`config.mk`:
```
export PLATFORM = sky130hd
export DESIGN_NAME = count_down_16_bit
export DESIGN_NICKNAME = d
export VERILOG_FILES = /design/src/rtl/count_down_16_bit.sv
export SDC_FILE = /design/constraint.sdc
export NUM_CORES = 1
export LEC_CHECK = 0
export BUFFER_PORTS_ARGS = -buffer_cell sky130_fd_sc_hd__clkbuf_2
export CORE_ASPECT_RATIO = 0.5
export CORE_MARGIN = 2
export CORE_UTILIZATION = 45
export DETAILED_ROUTE_END_ITERATION = 8
export PLACE_DENSITY = 0.66
export SLEW_MARGIN = 30
export SYNTH_ARGS = -nofsm -noshare
export SYNTH_HDL_FRONTEND = slang
export SYNTH_SLANG_ARGS = --single-unit
export TNS_END_PERCENT = 5
```
`constraint.sdc`:
```
create_clock -name clk -period 3.04 [get_ports clk]
set_input_delay 0.456 -clock clk [delete_from_list [all_inputs] [get_ports clk]]
set_output_delay 0.456 -clock clk [all_outputs]
set_load 0.03 [all_outputs]
```
`src/rtl/count_down_16_bit.sv`:
```
// count_down_16_bit: loadable down-counter / interval timer.
// A start in IDLE loads load_val and counts it down to zero, one step per
// PRESCALE clocks, then emits a one-cycle done pulse and returns to IDLE.
// Optional feature macro: COUNT_DOWN_RELOAD_EN (adds auto_reload input and
// a reload register so the timer can run periodically).
module count_down_16_bit #(
  parameter int WIDTH    = 16,
  parameter int PRESCALE = 1
) (
  input  logic             clk,
  input  logic             n_rst,
  input  logic [WIDTH-1:0] load_val,
  input  logic             start,
  input  logic             stop,
`ifdef COUNT_DOWN_RELOAD_EN
  input  logic             auto_reload,
`endif
  output logic [WIDTH-1:0] count,
  output logic             busy,
  output logic             done,
  output logic             zero
);

  typedef enum logic [0:0] {
    S_IDLE = 1'b0,
    S_RUN  = 1'b1
  } state_t;

  localparam logic [WIDTH-1:0] CNT_ZERO = {WIDTH{1'b0}};
  localparam logic [WIDTH-1:0] CNT_ONE  = {{(WIDTH-1){1'b0}}, 1'b1};
  localparam logic [15:0]      PRE_ZERO = 16'd0;
  localparam logic [15:0]      PRE_ONE  = 16'd1;
  localparam logic [15:0]      PRE_LAST = 16'(PRESCALE - 1);

  state_t           r_state;
  state_t           w_state_nxt;
  logic [WIDTH-1:0] r_count;
  logic [WIDTH-1:0] w_count_nxt;
  logic [15:0]      r_pre;
  logic [15:0]      w_pre_nxt;
  logic             r_busy;
  logic             w_busy_nxt;
  logic             r_done;
  logic             w_done_nxt;
  logic             w_tick;
  logic             w_reload_en;
  logic [WIDTH-1:0] w_reload_val;

`ifdef COUNT_DOWN_RELOAD_EN
  logic [WIDTH-1:0] r_reload;
  logic [WIDTH-1:0] w_reload_nxt;

  // Periodic mode: reload comes from the value latched at the start edge.
  always_comb begin
    w_reload_en  = auto_reload;
    w_reload_val = r_reload;
  end

  // Reload register: captures load_val only when a run is accepted.
  always_ff @(posedge clk or negedge n_rst) begin
    if (!n_rst) begin
      r_reload <= CNT_ZERO;
    end else begin
      r_reload <= w_reload_nxt;
    end
  end
`else
  // Single-shot build: periodic reload is never requested.
  always_comb begin
    w_reload_en  = 1'b0;
    w_reload_val = CNT_ZERO;
  end
`endif

  // Prescaler terminal: one decrement tick every PRESCALE clocks.
  always_comb begin
    w_tick = (r_pre == PRE_LAST);
  end

  // Next-state logic; stop outranks start, ticks and terminal count.
  always_comb begin
    w_state_nxt = r_state;
    w_count_nxt = r_count;
    w_pre_nxt   = r_pre;
    w_busy_nxt  = r_busy;
    w_done_nxt  = 1'b0;
`ifdef COUNT_DOWN_RELOAD_EN
    w_reload_nxt = r_reload;
`endif
    case (r_state)
      S_IDLE: begin
        if (stop) begin
          w_state_nxt = S_IDLE;
        end else if (start) begin
          if (load_val != CNT_ZERO) begin
            w_count_nxt = load_val;
            w_pre_nxt   = PRE_ZERO;
            w_busy_nxt  = 1'b1;
            w_state_nxt = S_RUN;
`ifdef COUNT_DOWN_RELOAD_EN
            w_reload_nxt = load_val;
`endif
          end else begin
            // Zero-length interval: finish immediately without running.
            w_count_nxt = CNT_ZERO;
            w_done_nxt  = 1'b1;
          end
        end else begin
          w_state_nxt = S_IDLE;
        end
      end
      S_RUN: begin
        if (stop) begin
          w_state_nxt = S_IDLE;
          w_busy_nxt  = 1'b0;
          w_pre_nxt   = PRE_ZERO;
        end else if (w_tick) begin
          w_pre_nxt = PRE_ZERO;
          if (r_count > CNT_ONE) begin
            w_count_nxt = r_count - CNT_ONE;
          end else if (w_reload_en) begin
            w_count_nxt = w_reload_val;
            w_done_nxt  = 1'b1;
          end else begin
            // Terminal count (<=1 also guards an unreachable zero).
            w_count_nxt = CNT_ZERO;
            w_done_nxt  = 1'b1;
            w_busy_nxt  = 1'b0;
            w_state_nxt = S_IDLE;
          end
        end else begin
          w_pre_nxt = r_pre + PRE_ONE;
        end
      end
      default: begin
        w_state_nxt = S_IDLE;
        w_busy_nxt  = 1'b0;
        w_pre_nxt   = PRE_ZERO;
      end
    endcase
  end

  // State and output registers with asynchronous clear.
  always_ff @(posedge clk or negedge n_rst) begin
    if (!n_rst) begin
      r_state <= S_IDLE;
      r_count <= CNT_ZERO;
      r_pre   <= PRE_ZERO;
      r_busy  <= 1'b0;
      r_done  <= 1'b0;
    end else begin
      r_state <= w_state_nxt;
      r_count <= w_count_nxt;
      r_pre   <= w_pre_nxt;
      r_busy  <= w_busy_nxt;
      r_done  <= w_done_nxt;
    end
  end

  // Output drive: registered status, combinational zero flag.
  always_comb begin
    count = r_count;
    busy  = r_busy;
    done  = r_done;
    zero  = (r_count == CNT_ZERO);
  end

endmodule
```
==> summary.txt <==
cells along the critical path: or4_1 > nor4_2 > and2_1 > clkbuf_2
part of the total power dissipated in sequential elements: 0.383
Final Routed Wirelength: 5.86 mm
cell accounting for the most synthesized area: sky130_fd_sc_hd__dfrtp_1
Antenna Nets Post-Route: 0
wire length of the first global-routing pass: 9.96 mm
number of different library cells in the post-synthesis netlist: 48
part of the Yosys area used for sequential elements: 0.399
worst-skew pair later-pin latency: 0.29 ns
Final Instance Area: 2570 sq um
detailed-routing wirelength on met1: 2.86 mm
number of flops mapped to enable cells by yosys: 0
relative slew slack: 0.438
transition time of the tightest slew-check pin: 0.837 ns
starting utilization of the core area: 0.484
first-iteration detailed-routing DRC count: 83
proportion of power drawn by the clock network: 0.302
final non-filler cell total: 361
cell-internal power: 1.03 mW
H-Tree Level Count: 2
Worst path max stage delay: 0.63 ns
routed via count: 2192
leading cell type in the layout, fill and taps excluded: sky130_fd_sc_hd__clkbuf_2
post-CTS setup repair buffer count: 0
crit path capture type: output pin
commonest non-fill, non-tap cells in the layout: sky130_fd_sc_hd__clkbuf_2, sky130_fd_sc_hd__dfrtp_1, sky130_fd_sc_hd__o21ai_0, sky130_fd_sc_hd__a21oi_1, sky130_fd_sc_hd__nor2_1
number of max-slew violations in the final report: 0
Initial DRT Pass Iterations: 4
total instance count after detailed placement: 353
Remaining Overflow, GRT: 0
Final Cycle Share: 0.872
maximum number of pins on one net before global-route repair: 36
height of the die: 53.4 microns
Final Setup Violations: 0
peak ir drop on the vdd network: 413 uV
Synth Warn #: 0
Pwr Total: 1.69 mW
share of post-route cells with drive strength above 1: 0.190
post-DR wirelength/cell: 16.2 microns
number of global-route vias before repair: 2046
FFs w/ async S/R, synth: 1.00
pwr dens: 657 nW/um^2
Final min period: 2.65 ns
count of hold-fix buffers inserted at cts: 0
maximum number of buffers from clock root to sink: 2
port bufs: 38
layout overhead on the synthesized area: 17.2%
I/O Pins: 39
number of max-cap violations: 0
summed instance area of the synthesized netlist: 2190 sq um
Die Width: 103 microns
Worst setup SP type: register
cell types with the largest area share after synthesis: sky130_fd_sc_hd__dfrtp_1, sky130_fd_sc_hd__o21ai_0, sky130_fd_sc_hd__a21oi_1
setup repair after global routing missed its margin: false
clock sink count: 35
number of remaining DRC errors: 0
slowest library cell on the worst path: sky130_fd_sc_hd__or4_1
WP data required: 2.58 ns
DPL Wire Length: 4.21 mm
Inserted Diodes: 0
fraction of synthesized cell area taken by the top area cell type: 0.399
largest fanout on the critical path: 9
std cell rows: 17
highest metal layer with signal wires: met4
Die ar.: 5480 sq um
kind of critical path: register to output pin
met2 routed WL: 2.66 mm
Worst Path Arrival: 2.19 ns
count of nets after finishing: 319
clock tree root driver cell: sky130_fd_sc_hd__clkbuf_8
power share of the combinational group: 0.315
area post-placement: 2440 sq um
post_cts resized: 0
mean cell area of the mapped netlist: 8.47 sq um
cell class contributing the biggest share of worst-path delay: simple AND/OR/NAND/NOR gates
Final Hold Fails: 0
flop and latch count out of synthesis: 35
Synth Net Count: 284
accumulated negative setup slack: 0 ns
most common flop cell mapped by yosys: sky130_fd_sc_hd__dfrtp_1
gr usage total: 0.240
antenna violations before repair: 0
peak clock frequency supported by timing: 0.377 GHz
switching power total: 0.654 mW
number of buffers and inverters on the critical path: 1
Max Clock Skew: 0.00887 ns
Synth Instances: 259
total CTS buffers: 5
TritonCTS clock tree: built
reported leakage power: 1.10 nW
average via count per standard cell: 6.07
Met3 Wirelength: 313 microns
Clk pin slew, worst setup/hold paths: 0.08 ns
worst min-delay path category: primary input to async pin
Placeable Area: 4530 sq um
GP Congestion: 0.915
run status: completed
worst hold margin: 0.235 ns
Switching Share: 0.387
-- metrics by stage --
stage / util / setup slack [ns]
after global placement: 0.538 / 0.681
after global routing: 0.567 / 0.259
after detailed placement: 0.538 / 0.643
after CTS: 0.567 / 0.390
after floorplan: - / 0.672
final: 0.567 / 0.390
-- routing by layer --
layer,up-vias,global-route usage
li1,1065,-
met1,1061,0.344
met2,62,0.373
met3,4,0.0462
met4,0,0.0658
met5,-,0
-- cell type report --
class	count	area, sq um
clock buffer	6	72.6
timing repair buffer	43	228
inverter	13	48.8
clock inverter	2	60.1
fill	434	1960
multi-input combinational	196	1200
tap	66	82.6
sequential	35	876
-- Yosys cell counts, types with 7 or more instances --
cell type,count
sky130_fd_sc_hd__a21oi_1,22
sky130_fd_sc_hd__a31oi_1,7
sky130_fd_sc_hd__clkbuf_1,12
sky130_fd_sc_hd__dfrtp_1,35
sky130_fd_sc_hd__inv_1,13
sky130_fd_sc_hd__nand2_1,13
sky130_fd_sc_hd__nand3_1,9
sky130_fd_sc_hd__nor2_1,20
sky130_fd_sc_hd__nor3_1,12
sky130_fd_sc_hd__nor4_1,9
sky130_fd_sc_hd__o21ai_0,28
-- final timing paths --
kind	start	cells after the start	to	slack, ns
min in group clk	stop	2	busy	0.41
min reg2reg	r_pre[15]	1	r_pre[15]	0.48
max in group asynchronous	n_rst	1	count[10]	2.29
min	n_rst	1	r_pre[5]	0.23
max	count[4]	4	zero	0.39
max reg2reg	r_pre[0]	7	count[12]	0.61
-- registers in the layout (all words and copies together) (netlist names) --
signal	flops
done	1
r_state	1
r_pre	16
count	16
busy	1
-- logic make-up after synthesis --
logic type                 synth area share
AOI/OAI and AO/OA                     0.294
adders and majority gates            0.0285
buffers and inverters                0.0525
DFF                                   0.399
and+or+nand+nor                       0.225
-- power by group through the flow --
| stage | clock network, mW | registers (mW) | logic, mW |
|---|---|---|---|
| after floorplan | 0 | 0.758 | 0.261 |
| after global placement | 0 | 0.647 | 0.524 |
| after detailed placement | 0 | 0.652 | 0.529 |
| after CTS | 0.517 | 0.644 | 0.532 |
| after global routing | 0.538 | 0.665 | 0.580 |
| final | 0.509 | 0.647 | 0.532 |
-- worst register-to-register path, delay by kind of cell, from the launching register on --
family | cells | cell delay [ns]
fa+ha+maj | 1 | 0.13
buf+inv | 1 | 0.08
compound gates | 3 | 0.94
flops | 1 | 0.44
simple gates | 2 | 0.71
(Power assumes the default switching activity.)
